**src/rtl/fp_ie_pkg.sv**
```systemverilog
// Shared parameters, FSM states and field helpers for the sequential FP multiplier.
// Field order in a packed word is {sign, exp, mant}.
package fp_ie_pkg;

    localparam int unsigned M     = 8;
    localparam int unsigned N     = 23;
    localparam int unsigned W     = M + N + 1;
    localparam int unsigned BIAS  = (1 << (M - 1)) - 1;
    localparam int unsigned CNT_W = $clog2(N + 1);
    localparam int unsigned ACC_W = 2 * N + 2;

    typedef enum logic [1:0] {IDLE, MUL, NORM, DONE} state_e;

    function automatic logic get_sign(input logic [W-1:0] w);
        return w[W-1];
    endfunction

    function automatic logic [M-1:0] get_exp(input logic [W-1:0] w);
        return w[W-2:N];
    endfunction

    function automatic logic [N-1:0] get_mant(input logic [W-1:0] w);
        return w[N-1:0];
    endfunction

endpackage

```
**src/rtl/mul_seq_ie_if.sv**
```systemverilog
// Operand/result handshake bundle for mul_seq_ie.
// The master is the operand producer and the result consumer; the slave is the multiplier.
interface mul_seq_ie_if;

    logic                     in_valid;
    logic                     in_ready;
    logic [fp_ie_pkg::W-1:0]  a_in;
    logic [fp_ie_pkg::W-1:0]  b_in;
    logic                     out_valid;
    logic                     out_ready;
    logic [fp_ie_pkg::W-1:0]  c_out;

    modport master (
        output in_valid, a_in, b_in, out_ready,
        input  in_ready, out_valid, c_out
    );

    modport slave (
        input  in_valid, a_in, b_in, out_ready,
        output in_ready, out_valid, c_out
    );

endinterface

```
**src/rtl/mant_mul_iter.sv**
```systemverilog
// Iterative shift-add mantissa multiplier: one partial product per cycle, N+1 cycles.
// done_o stays high after the last iteration until the next start.
module mant_mul_iter
    import fp_ie_pkg::*;
(
    input  logic             clk,
    input  logic             rst_n,
    input  logic             start_i,
    input  logic [N:0]       ma_i,
    input  logic [N:0]       mb_i,
    output logic             done_o,
    output logic [ACC_W-1:0] acc_o
);

    logic [N:0]       ma_q, ma_d;
    logic [N:0]       mb_q, mb_d;
    logic [ACC_W-1:0] acc_q, acc_d;
    logic [CNT_W-1:0] cnt_q, cnt_d;
    logic             busy_q, busy_d;
    logic             done_q, done_d;

    always_comb begin
        ma_d   = ma_q;
        mb_d   = mb_q;
        acc_d  = acc_q;
        cnt_d  = cnt_q;
        busy_d = busy_q;
        done_d = done_q;
        if (start_i) begin
            ma_d   = ma_i;
            mb_d   = mb_i;
            acc_d  = '0;
            cnt_d  = '0;
            busy_d = 1'b1;
            done_d = 1'b0;
        end else if (busy_q) begin
            if (mb_q[cnt_q]) begin
                acc_d = acc_q + ({{(ACC_W - N - 1){1'b0}}, ma_q} << cnt_q);
            end
            if (cnt_q == CNT_W'(N)) begin
                busy_d = 1'b0;
                done_d = 1'b1;
            end else begin
                cnt_d = cnt_q + 1'b1;
            end
        end
    end

    always_ff @(posedge clk or negedge rst_n) begin
        if (!rst_n) begin
            ma_q   <= '0;
            mb_q   <= '0;
            acc_q  <= '0;
            cnt_q  <= '0;
            busy_q <= 1'b0;
            done_q <= 1'b0;
        end else begin
            ma_q   <= ma_d;
            mb_q   <= mb_d;
            acc_q  <= acc_d;
            cnt_q  <= cnt_d;
            busy_q <= busy_d;
            done_q <= done_d;
        end
    end

    assign done_o = done_q;
    assign acc_o  = acc_q;

endmodule

```
**src/rtl/mul_seq_ie.sv**
```systemverilog
// Sequential flush-to-zero, truncating FP multiplier with a valid/ready handshake.
// Handshake FSM, exponent arithmetic and result select; mantissa product in mant_mul_iter.
module mul_seq_ie
    import fp_ie_pkg::*;
(
    input  logic         clk,
    input  logic         rst_n,
    mul_seq_ie_if.slave  bus
);

    state_e           state_q, state_d;
    logic             sign_q, sign_d;
    logic [M-1:0]     ea_q, ea_d;
    logic [M-1:0]     eb_q, eb_d;
    logic             zero_q, zero_d;
    logic [W-1:0]     c_out_q, c_out_d;

    logic             accept;
    logic             mul_done;
    logic [ACC_W-1:0] acc;
    logic [M+1:0]     e;
    logic [N-1:0]     mant;
    logic             underflow;
    logic             overflow;
    logic [W-1:0]     result;

    assign accept = bus.in_valid && (state_q == IDLE);

    mant_mul_iter u_mant_mul_iter (
        .clk     (clk),
        .rst_n   (rst_n),
        .start_i (accept),
        .ma_i    ({1'b1, get_mant(bus.a_in)}),
        .mb_i    ({1'b1, get_mant(bus.b_in)}),
        .done_o  (mul_done),
        .acc_o   (acc)
    );

    always_comb begin
        state_d = state_q;
        unique case (state_q)
            IDLE: if (accept)        state_d = MUL;
            MUL:  if (mul_done)      state_d = NORM;
            NORM:                    state_d = DONE;
            DONE: if (bus.out_ready) state_d = IDLE;
            default:                 state_d = IDLE;
        endcase
    end

    // Exponent kept on M+2 bits so the top bit reads as the sign of a two's-complement value.
    always_comb begin
        e = (M+2)'(ea_q) + (M+2)'(eb_q) - (M+2)'(BIAS) + (M+2)'(acc[ACC_W-1]);
        if (acc[ACC_W-1]) begin
            mant = acc[2*N:N+1];
        end else begin
            mant = acc[2*N-1:N];
        end
        underflow = zero_q || e[M+1] || (e == '0);
        overflow  = (e[M:0] >= (M+1)'((1 << M) - 1));
        if (underflow) begin
            result = '0;
        end else if (overflow) begin
            result = {sign_q, {M{1'b1}}, {N{1'b0}}};
        end else begin
            result = {sign_q, e[M-1:0], mant};
        end
    end

    always_comb begin
        sign_d  = sign_q;
        ea_d    = ea_q;
        eb_d    = eb_q;
        zero_d  = zero_q;
        c_out_d = c_out_q;
        if (accept) begin
            sign_d = get_sign(bus.a_in) ^ get_sign(bus.b_in);
            ea_d   = get_exp(bus.a_in);
            eb_d   = get_exp(bus.b_in);
            zero_d = (get_exp(bus.a_in) == '0) || (get_exp(bus.b_in) == '0);
        end
        if (state_q == NORM) begin
            c_out_d = result;
        end
    end

    always_ff @(posedge clk or negedge rst_n) begin
        if (!rst_n) begin
            state_q <= IDLE;
            sign_q  <= 1'b0;
            ea_q    <= '0;
            eb_q    <= '0;
            zero_q  <= 1'b0;
            c_out_q <= '0;
        end else begin
            state_q <= state_d;
            sign_q  <= sign_d;
            ea_q    <= ea_d;
            eb_q    <= eb_d;
            zero_q  <= zero_d;
            c_out_q <= c_out_d;
        end
    end

    always_comb begin
        bus.in_ready  = (state_q == IDLE);
        bus.out_valid = (state_q == DONE);
        bus.c_out     = c_out_q;
    end

endmodule

```
**src/flat_wrapper.sv**
```systemverilog
// flat-port wrapper written by rule: the top's interface ports become plain ports
module mul_seq_ie_flat import fp_ie_pkg::*;
  (clk, rst_n, bus_in_valid, bus_a_in, bus_b_in, bus_out_ready, bus_in_ready, bus_out_valid, bus_c_out);
  mul_seq_ie_if bus_i ();
  input  logic clk;
  input  logic rst_n;
  input wire logic [$bits(bus_i.in_valid)-1:0] bus_in_valid;
  input wire logic [$bits(bus_i.a_in)-1:0] bus_a_in;
  input wire logic [$bits(bus_i.b_in)-1:0] bus_b_in;
  input wire logic [$bits(bus_i.out_ready)-1:0] bus_out_ready;
  output wire logic [$bits(bus_i.in_ready)-1:0] bus_in_ready;
  output wire logic [$bits(bus_i.out_valid)-1:0] bus_out_valid;
  output wire logic [$bits(bus_i.c_out)-1:0] bus_c_out;
  assign bus_i.in_valid = bus_in_valid;
  assign bus_i.a_in = bus_a_in;
  assign bus_i.b_in = bus_b_in;
  assign bus_i.out_ready = bus_out_ready;
  assign bus_in_ready = bus_i.in_ready;
  assign bus_out_valid = bus_i.out_valid;
  assign bus_c_out = bus_i.c_out;
  mul_seq_ie u_core (.clk(clk), .rst_n(rst_n), .bus(bus_i));
endmodule
```
**config.mk**
```make
export PLATFORM = sky130hd
export DESIGN_NAME = mul_seq_ie_flat
export DESIGN_NICKNAME = d
export VERILOG_FILES = /design/src/rtl/fp_ie_pkg.sv /design/src/rtl/mul_seq_ie_if.sv /design/src/rtl/mant_mul_iter.sv /design/src/rtl/mul_seq_ie.sv /design/src/flat_wrapper.sv
export SDC_FILE = /design/constraint.sdc
export NUM_CORES = 1
export LEC_CHECK = 0
export ABC_AREA = 1
export BUFFER_PORTS_ARGS = -buffer_cell sky130_fd_sc_hd__buf_2
export CORE_ASPECT_RATIO = 1.25
export CORE_UTILIZATION = 35
export DETAILED_ROUTE_END_ITERATION = 7
export GPL_ROUTABILITY_DRIVEN = 0
export HOLD_SLACK_MARGIN = 0.06
export SKIP_LAST_GASP = 1
export SYNTH_ARGS = -nofsm -noshare
export SYNTH_HDL_FRONTEND = slang
export SYNTH_HIERARCHICAL = 1
export SYNTH_SLANG_ARGS = --single-unit
```
**constraint.sdc**
```tcl
create_clock -name clk -period 8 [get_ports clk]
set_input_delay 1.2 -clock clk [delete_from_list [all_inputs] [get_ports clk]]
set_output_delay 1.2 -clock clk [all_outputs]
set_load 0.05 [all_outputs]
```
==> run_results.csv <==
group,metric,value,unit
status,status,"complete, no violations",
global_routing,grt.total_usage,0.212,
yosys,yosysMostFrequentCell,"nand2_1",
yosys,synth-edff-count,0,
global_routing,grt_pass1_vias,12000,
timing,worst_pin_slew,1120,ps
floorplan,start_util,0.358,
critical_path,critPathKind,"in2reg",
floorplan,die_w,171,um
route,drt_iter0_drc,943,
global_routing,gr-total-overflow,0,
yosys,synthFlopType,"dfrtp_1",
place,place_hpwl,28500,um
cts,cts_hold_buf,0,
floorplan,pin_count,102,
route,drc,0,
critical_path,required,8380,ps
timing,drv_slew,0,
global_routing,antenna_found_initial,0,
yosys,synth_common_cells,"803 x nand2_1, 253 x inv_1, 155 x dfrtp_1, 151 x o21ai_0, 146 x nor2_1",
critical_path,cp_data_arrival_time,5180,ps
route,wl,36600,um
route,routedWlPerCell,14.5,um
finish,layout-drive-gt1-share,0.0762,
finish,nets,2187,
timing,finalSetupViolations,0,
route,num_vias,12300,
cts,insertion_delay,450,ps
critical_path,crit_chain,"buf_2 -> nand2_1 -> inv_2 -> buf_4 -> inv_1 -> nand2_1 -> nand2_2 -> nor2_2 -> nand3_1 -> nand2_1",
finish,areaGrowthSynthToFinish,10.9,%
yosys,ys_seq_area_frac,0.311,
cts,cts_root_buf,"clkbuf_16",
cts,clkTransAtPathRegs,60,ps
yosys,netlist_instances,1991,
timing,slew_headroom,0.256,
critical_path,critPathSlowestCell,"nor2_2",
cts,cts_buffer_depth,2,
flow_run,max_cap_viol_count,0,
cts,ctsResizeCount,0,
cts,cts_tree,"yes",
place,port_buffers,101,
critical_path,crit_family,"simple AND/OR/NAND/NOR gates",
floorplan,die_h,213,um
floorplan,rows,76,
timing,period_share,0.601,
yosys,ys_seq_elements,155,
yosys,synth_top_area_frac,0.311,
global_routing,grt_pass1_wl,59900,um
cts,htreeDepth,4,
floorplan,core_area,34800,um^2
route,firstDrtPassIters,6,
cts,clock-sinks,155,
timing,finalHoldViolCount,0,
yosys,synth_cell_types,44,
critical_path,crit_fanout,107,
route,via_per_inst,4.87,
timing,finalCriticalPeriod,4810,ps
route,ant_nets,0,
cts,postCtsSetupBuffers,0,
yosys,syn_area,12500,um^2
yosys,yosys_warnings,6,
global_routing,grt_max_degree,108,
cts,cts_buffers,17,
worst_hold_path,worst_hold_path_type,"reg2reg",
critical_path,cp-start-kind,"primary input",
yosys,async_flop_share,1.00,
finish,antennaDiodeCount,0,
timing,fin_tns_setup,0,ps
timing,rsz0062_at_grt,"false",
critical_path,r2r_setup_slack,3290,ps
critical_path,cp.buffers_inverters,4,
floorplan,dieArea,36400,um^2
yosys,synth.avg_cell_area,6.26,um^2
critical_path,cp-end-kind,"flip-flop",
timing,max_freq,0.208,GHz
yosys,synth_area_leaders,"dfrtp_1 31%, nand2_1 24%, inv_1 7.6%",
critical_path,cp_slowest_stage_delay,920,ps
yosys,synth_top_cell_by_area,"dfrtp_1",
timing,finClkSkew,8.76,ps
critical_path,crit_top_cell,"nand2_1",
==> metrics by stage <==
stage	instance area [um^2]	setup WS (ps)	utilization	hold WS, ps	cells
floorplan	12500	5190	-	442	1992
global placement	13300	2930	0.381	457	2498
detailed placement	13300	2710	0.381	460	2498
CTS	13800	3170	0.398	476	2529
global route	13800	2620	0.398	485	2529
finish	13800	3190	0.398	470	2529
==> metal layers <==
layer	part of all wire	GRT usage	vias to the layer above
met1	0.42	0.248	5584
li1	-	-	6363
met2	0.49	0.374	301
met4	0.043	0.105	0
met5	0	0	-
met3	0.049	0.0323	73
==> sequential cells by signal, summed over array words and instances, names as in the netlist <==
register and count:
u_core/u_mant_mul_iter/acc_o 48, u_core/zero_q 1, u_core/bus.c_out 32, u_core/ea_q 8, u_core/u_mant_mul_iter/done_o 1, u_core/eb_q 8
u_core/u_mant_mul_iter/mb_q 24, u_core/sign_q 1, u_core/u_mant_mul_iter/ma_q 24, u_core/u_mant_mul_iter/cnt_q 5, u_core/state_q 2, u_core/u_mant_mul_iter/busy_q 1
==> cells in the final DEF (no fill, tap or decap), types with 14 or more instances in the layout <==
cell type  synthesis  layout
nand2_1          803     803
inv_1            253     252
dfrtp_1          155     155
o21ai_0          151     151
nor2_1           146     146
nand3_1          107     107
buf_2             20     100
ha_1              68      68
a21oi_1           50      50
o21ai_1           40      40
xnor2_1           23      23
clkbuf_16          0      17
nand3b_1          17      17
mux2i_1           15      15
nand4_1           14      14
==> worst min-delay path, stage by stage (launching register included) <==
cell     delay (ps)
dfrtp_1         340
nand2_1          50
nand2_1          50
==> cell type report <==
type / count / area [um^2]
Sequential cell: 155 / 3880
Timing Repair Buffer: 108 / 564
Fill cell: 3829 / 21000
Clock inverter: 9 / 114
Clock buffer: 22 / 454
Multi-Input combinational cell: 1510 / 7270
Inverter: 257 / 965
Tap cell: 468 / 586
==> path summary, 6_finish.rpt <==
path / from / cells past startpoint / endpoint
max: bus_in_valid / 10 / u_core/u_mant_mul_iter/acc_o[34]
max in group asynchronous: rst_n / 2 / u_core/u_mant_mul_iter/acc_o[29]
min in group asynchronous: rst_n / 1 / u_core/u_mant_mul_iter/ma_q[3]
min: u_core/bus.c_out[16] / 2 / u_core/bus.c_out[16]
min reg2reg: u_core/bus.c_out[16] / 2 / u_core/bus.c_out[16]
max reg2reg: u_core/state_q[0] / 11 / u_core/u_mant_mul_iter/acc_o[34]
==> cell families (layout without fill, tap and decap cells) <==
kind of cell | after synthesis | count (layout) | synth area share
buffers and inverters | 327 | 396 | 0.106
AO/OA/AOI/OAI | 266 | 266 | 0.111
flip-flops | 155 | 155 | 0.311
AND/OR/NAND/NOR | 1126 | 1126 | 0.367
other | 1 | 2 | 0.000301
multiplexers | 15 | 15 | 0.0120
XOR/XNOR | 31 | 31 | 0.0218
adder cells (fa/ha/maj) | 70 | 70 | 0.0714
Power is not shown: default switching activity piles up to over one toggle a cycle in this logic, so the estimate is an artifact.
